$ cat src/rtl/subtractor_8bit_pkg.sv
// Shared types for the small ALU leaves: default datapath width and the
// arithmetic status-flag bundle.
package subtractor_8bit_pkg;

    localparam int SUB_WIDTH = 8;

    typedef struct packed {
        logic borrow;
        logic overflow;
        logic zero;
        logic negative;
    } sub_flags_t;

    // Flag value matching a cleared (all-zero) result.
    localparam sub_flags_t SUB_FLAGS_RST = '{borrow: 1'b0, overflow: 1'b0, zero: 1'b1, negative: 1'b0};

endpackage

$ cat src/rtl/subtractor_8bit_full_subtractor.sv
// One-bit full subtractor cell: d = x - y - bin, bout set when the bit
// position needs to borrow from the next higher one.
module full_subtractor (
    input  logic x,
    input  logic y,
    input  logic bin,
    output logic d,
    output logic bout
);

    assign d    = x ^ y ^ bin;
    assign bout = (~x & y) | (~(x ^ y) & bin);

endmodule

$ cat src/rtl/subtractor_8bit.sv
// Registered a - b with borrow/overflow/zero/negative flags. Operands are
// captured on in_valid; the difference and flags appear one cycle later.
module subtractor_8bit
    import subtractor_8bit_pkg::*;
#(
    parameter int WIDTH = SUB_WIDTH
) (
    input  logic             clk,
    input  logic             rst,
    input  logic [WIDTH-1:0] a,
    input  logic [WIDTH-1:0] b,
    input  logic             in_valid,
    output logic [WIDTH-1:0] result,
    output logic             out_valid,
    output logic             borrow,
    output logic             overflow,
    output logic             zero,
    output logic             negative
);

    localparam int MSB = WIDTH - 1;

    logic [WIDTH-1:0] a_q, a_d;
    logic [WIDTH-1:0] b_q, b_d;
    logic             vld_q, vld_d;
    logic [WIDTH-1:0] result_q, result_d;
    sub_flags_t       flags_q, flags_d;
    logic             out_valid_q, out_valid_d;

    logic [WIDTH-1:0] diff;
    logic [WIDTH:0]   bchain;

    // Ripple-borrow chain over the captured operands, borrow-in tied low.
    assign bchain[0] = 1'b0;

    for (genvar i = 0; i < WIDTH; i++) begin : g_chain
        full_subtractor u_fs (
            .x   (a_q[i]),
            .y   (b_q[i]),
            .bin (bchain[i]),
            .d   (diff[i]),
            .bout(bchain[i+1])
        );
    end

    always_comb begin
        // NOTE: every _d gets a default first so no path through this block can infer a latch.
        a_d         = a_q;
        b_d         = b_q;
        vld_d       = in_valid;
        result_d    = result_q;
        flags_d     = flags_q;
        out_valid_d = vld_q;

        if (in_valid) begin
            a_d = a;
            b_d = b;
        end

        if (vld_q) begin
            result_d          = diff;
            flags_d.borrow    = bchain[WIDTH];
            flags_d.overflow  = (a_q[MSB] != b_q[MSB]) && (diff[MSB] != a_q[MSB]);
            flags_d.zero      = (diff == '0);
            flags_d.negative  = diff[MSB];
        end
    end

    // NOTE: reset clears the capture stage too, so an operand taken just before rst never emerges.
    always_ff @(posedge clk) begin
        if (rst) begin
            a_q         <= '0;
            b_q         <= '0;
            vld_q       <= 1'b0;
            result_q    <= '0;
            flags_q     <= SUB_FLAGS_RST;
            out_valid_q <= 1'b0;
        end else begin
            a_q         <= a_d;
            b_q         <= b_d;
            vld_q       <= vld_d;
            result_q    <= result_d;
            flags_q     <= flags_d;
            out_valid_q <= out_valid_d;
        end
    end

    assign result    = result_q;
    assign out_valid = out_valid_q;
    assign borrow    = flags_q.borrow;
    assign overflow  = flags_q.overflow;
    assign zero      = flags_q.zero;
    assign negative  = flags_q.negative;

endmodule

$ cat config.mk
export PLATFORM = sky130hd
export DESIGN_NAME = subtractor_8bit
export DESIGN_NICKNAME = d
export VERILOG_FILES = /design/src/rtl/subtractor_8bit_pkg.sv /design/src/rtl/subtractor_8bit_full_subtractor.sv /design/src/rtl/subtractor_8bit.sv
export SDC_FILE = /design/constraint.sdc
export NUM_CORES = 1
export LEC_CHECK = 0
export BUFFER_PORTS_ARGS = -buffer_cell sky130_fd_sc_hd__buf_2
export CORE_MARGIN = 4
export CORE_UTILIZATION = 53
export DETAILED_ROUTE_END_ITERATION = 7
export MAX_ROUTING_LAYER = met4
export PLACE_DENSITY_LB_ADDON = 0.3
export SYNTH_ARGS = -nofsm -noshare
export SYNTH_HDL_FRONTEND = slang
export SYNTH_SLANG_ARGS = --single-unit
$ cat constraint.sdc
create_clock -name clk -period 7.6 [get_ports clk]
set_input_delay 0.76 -clock clk [delete_from_list [all_inputs] [get_ports clk]]
set_output_delay 0.76 -clock clk [all_outputs]
set_load 0.005 [all_outputs]
==> impl_metrics.tcl <==
set metrics [dict create \
    drive_above_1_share_pct 24.32 \
    register_area_sq_um 580.6 \
    slew_headroom_pct 59.32 \
    fin_crit_sh_pct 51.12 \
    leakagePower_uw 0.0006612 \
    die_w_um 56.57 \
    maxCapViolations 0 \
    area_delta_synth_final_pct 13.11 \
    vias_per_cell 4.886 \
    hold_viol 0 \
    path_max_fanout 3 \
    synth-edff-count 0 \
    setup_tns_ns 0 \
    cts_buffer_depth 2 \
    grt_max_degree 30 \
    synth_area_leaders "dfxtp_1 46%, mux2i_1 14%, fa_1 11%" \
    setup_viol 0 \
    post-cts-setup-buffers 0 \
    grt.total_usage_pct 16.22 \
    wirelength_um 2231 \
    insertion_delay_ns 0.32 \
    worst_hold_slack_ns 0.4782 \
    postLayoutCoreUtil_pct 63.31 \
    layout_min_cycle_time_ns 3.885 \
    yosys_warnings 0 \
    cpPeakStageDelay_ns 0.45 \
    cp-start-kind "flip-flop" \
    fp.dieH_um 56.57 \
    grt-ovfl-total 0 \
    hold_buffers 0 \
    die-area_sq_um 3200 \
    drtPass1Iterations 4 \
    ys_seq_elements 29 \
    rsz0062_at_grt "false" \
    ir_worst_vdd_v 0.0001739 \
    cts-buffers-inserted 5 \
    path_cells "inv_1 -> ha_1 -> fa_1 -> fa_1 -> fa_1 -> fa_1 -> fa_1 -> fa_1 -> inv_1 -> fa_1 -> xor2_1 -> a22oi_1 -> nor2_1" \
    fp-row-count 17 \
    boundaryPins 32 \
    max_freq_mhz 257.4 \
    final_nets 175 \
    cts_tree "done" \
    critPathCaptureType "flip-flop" \
    clockRootBuffer "clkbuf_4" \
    synth_cell_types 19 \
    path_clk_slew_ns 0.09 \
    cts.htree.levels 2 \
    port_buffers 31 \
    path_class "flip-flop to flip-flop" \
    drc 0 \
    start_util_pct 55.97 \
    cp_num_buf_inv 2 \
    power_density_nw_per_um2 216.3 \
    netlist_area_sq_um 1250 \
    grt_antenna_before_repair 0 \
    synth_cells 117 \
    crit_slowest_cell "fa_1" \
    wl_per_cell_um 12.68 \
    fin_skew_ns 0.006715 \
    worstPathArrival_ns 4.08 \
    postPlaceCellArea_sq_um 1365 \
    multi_input_area_sq_um 553.0 \
    synth_most_common_cell "dfxtp_1" \
    post_cts_resized 0 \
    ys.flop_type "dfxtp_1" \
    fin_area_sq_um 1414 \
    worstHoldStart "result[2]" \
    crit_family "adder cells" \
    status "completed" \
    fill_cells 209 \
    r2r_start "a_q[0]" \
    worstPathRequired_ns 7.79 \
    synth.largest_area_cell "dfxtp_1" \
    cts.sinks 29 \
    route.vias.total 860 \
    synth_common_cells "29 x dfxtp_1, 27 x nor2_1, 17 x mux2i_1" \
    place_congestion 0.7542 \
    hpwl_um 1691 \
    grt_pass1_wl_um 3767 \
    synth.yosys.seq_area_share_pct 46.45 \
    drv_slew 0 \
    tightest_slew_ns 0.6094 \
    n_antenna_cell 0 \
    synth_area_per_cell_sq_um 10.68 \
    synth_nets 145 \
    grt_pass1_vias 853 \
    drtIter0Drc 20 \
    synthArstFlopShare_pct 0 \
    crit_start "a_q[0]" \
    hp-class "flip-flop to flip-flop" \
    coreArea_sq_um 2233 \
    ant_nets 0 \
    cp_common_cell "fa_1" \
    synth_top_cell_area_share_pct 46.45 \
]
[layout by cell type, fill, tap and decap left out]
master / count
o31ai_1: 1
buf_2: 31
a22oi_1: 1
ha_1: 2
clkbuf_4: 5
a211oi_1: 8
a21oi_1: 1
nand4b_1: 1
dfxtp_1: 29
inv_1: 11
xor2_1: 1
clkbuf_1: 3
mux2i_1: 17
nor2_1: 27
nor2b_1: 2
fa_1: 7
nand4_1: 1
[cell families (layout without fill, tap and decap cells)]
group / Yosys count / count (layout) / synth area share [%]
flip-flops: 29 / 29 / 46.45
AO/OA/AOI/OAI: 11 / 11 / 6.407
AND/OR/NAND/NOR: 31 / 31 / 10.31
multiplexers: 17 / 17 / 13.61
buffers and inverters: 19 / 50 / 9.309
XOR/XNOR: 1 / 1 / 0.7008
adder cells (fa/ha/maj): 9 / 9 / 13.21
[worst paths after layout]
check / slack, ns / depth (start not counted) / end
setup reg to reg: 3.71 / 13 / overflow
hold / removal: 0.48 / 2 / result[2]
hold reg to reg: 0.48 / 2 / result[2]
setup / recovery: 3.71 / 13 / overflow
[through the flow]
step                      instances  setup WS (ns)  power, uW
after floorplan                 117          3.895      209.2
after global placement          168          3.815      221.8
after detailed placement        168          3.721      224.5
after CTS                       176          3.708      310.4
after global routing            176          3.553      326.9
final                           176          3.715      305.8
[worst min-delay path: cells and delay by family, from the launching register on]
kind | cells | cell delay (ns)
simple gates | 1 | 0.08
compound gates | 1 | 0.04
flops | 1 | 0.32
[flip-flops by register name, summed over array words and instances, names as in the netlist]
signal       count
out_valid_d      1
overflow         1
result           8
zero             1
a_q              8
borrow           1
b_q              8
out_valid        1
[metal layers]
metal | vias to the layer above | wire, um | track usage [%]
li1 | 445 | - | -
met1 | 385 | 970 | 17.91
met2 | 26 | 1101 | 24.75
met3 | 4 | 118 | 5.057
met4 | 0 | 40 | 11.19
met5 | - | 0 | -
[area by class of cell]
type	count	area share, %
clock buffers	8	3.451
well taps	28	2.478
inverters	11	2.920
multi-input cells	69	39.11
flip-flops and latches	29	41.06
repair buffers	31	10.97
[where the power goes]
group / total [uW] / internal, uW / switching (uW)
logic: 50.6 / 25.5 / 25.1
clock network: 85.7 / 36.8 / 49.0
registers: 169 / 162 / 7.53
Power figures use the tool's default switching activity.
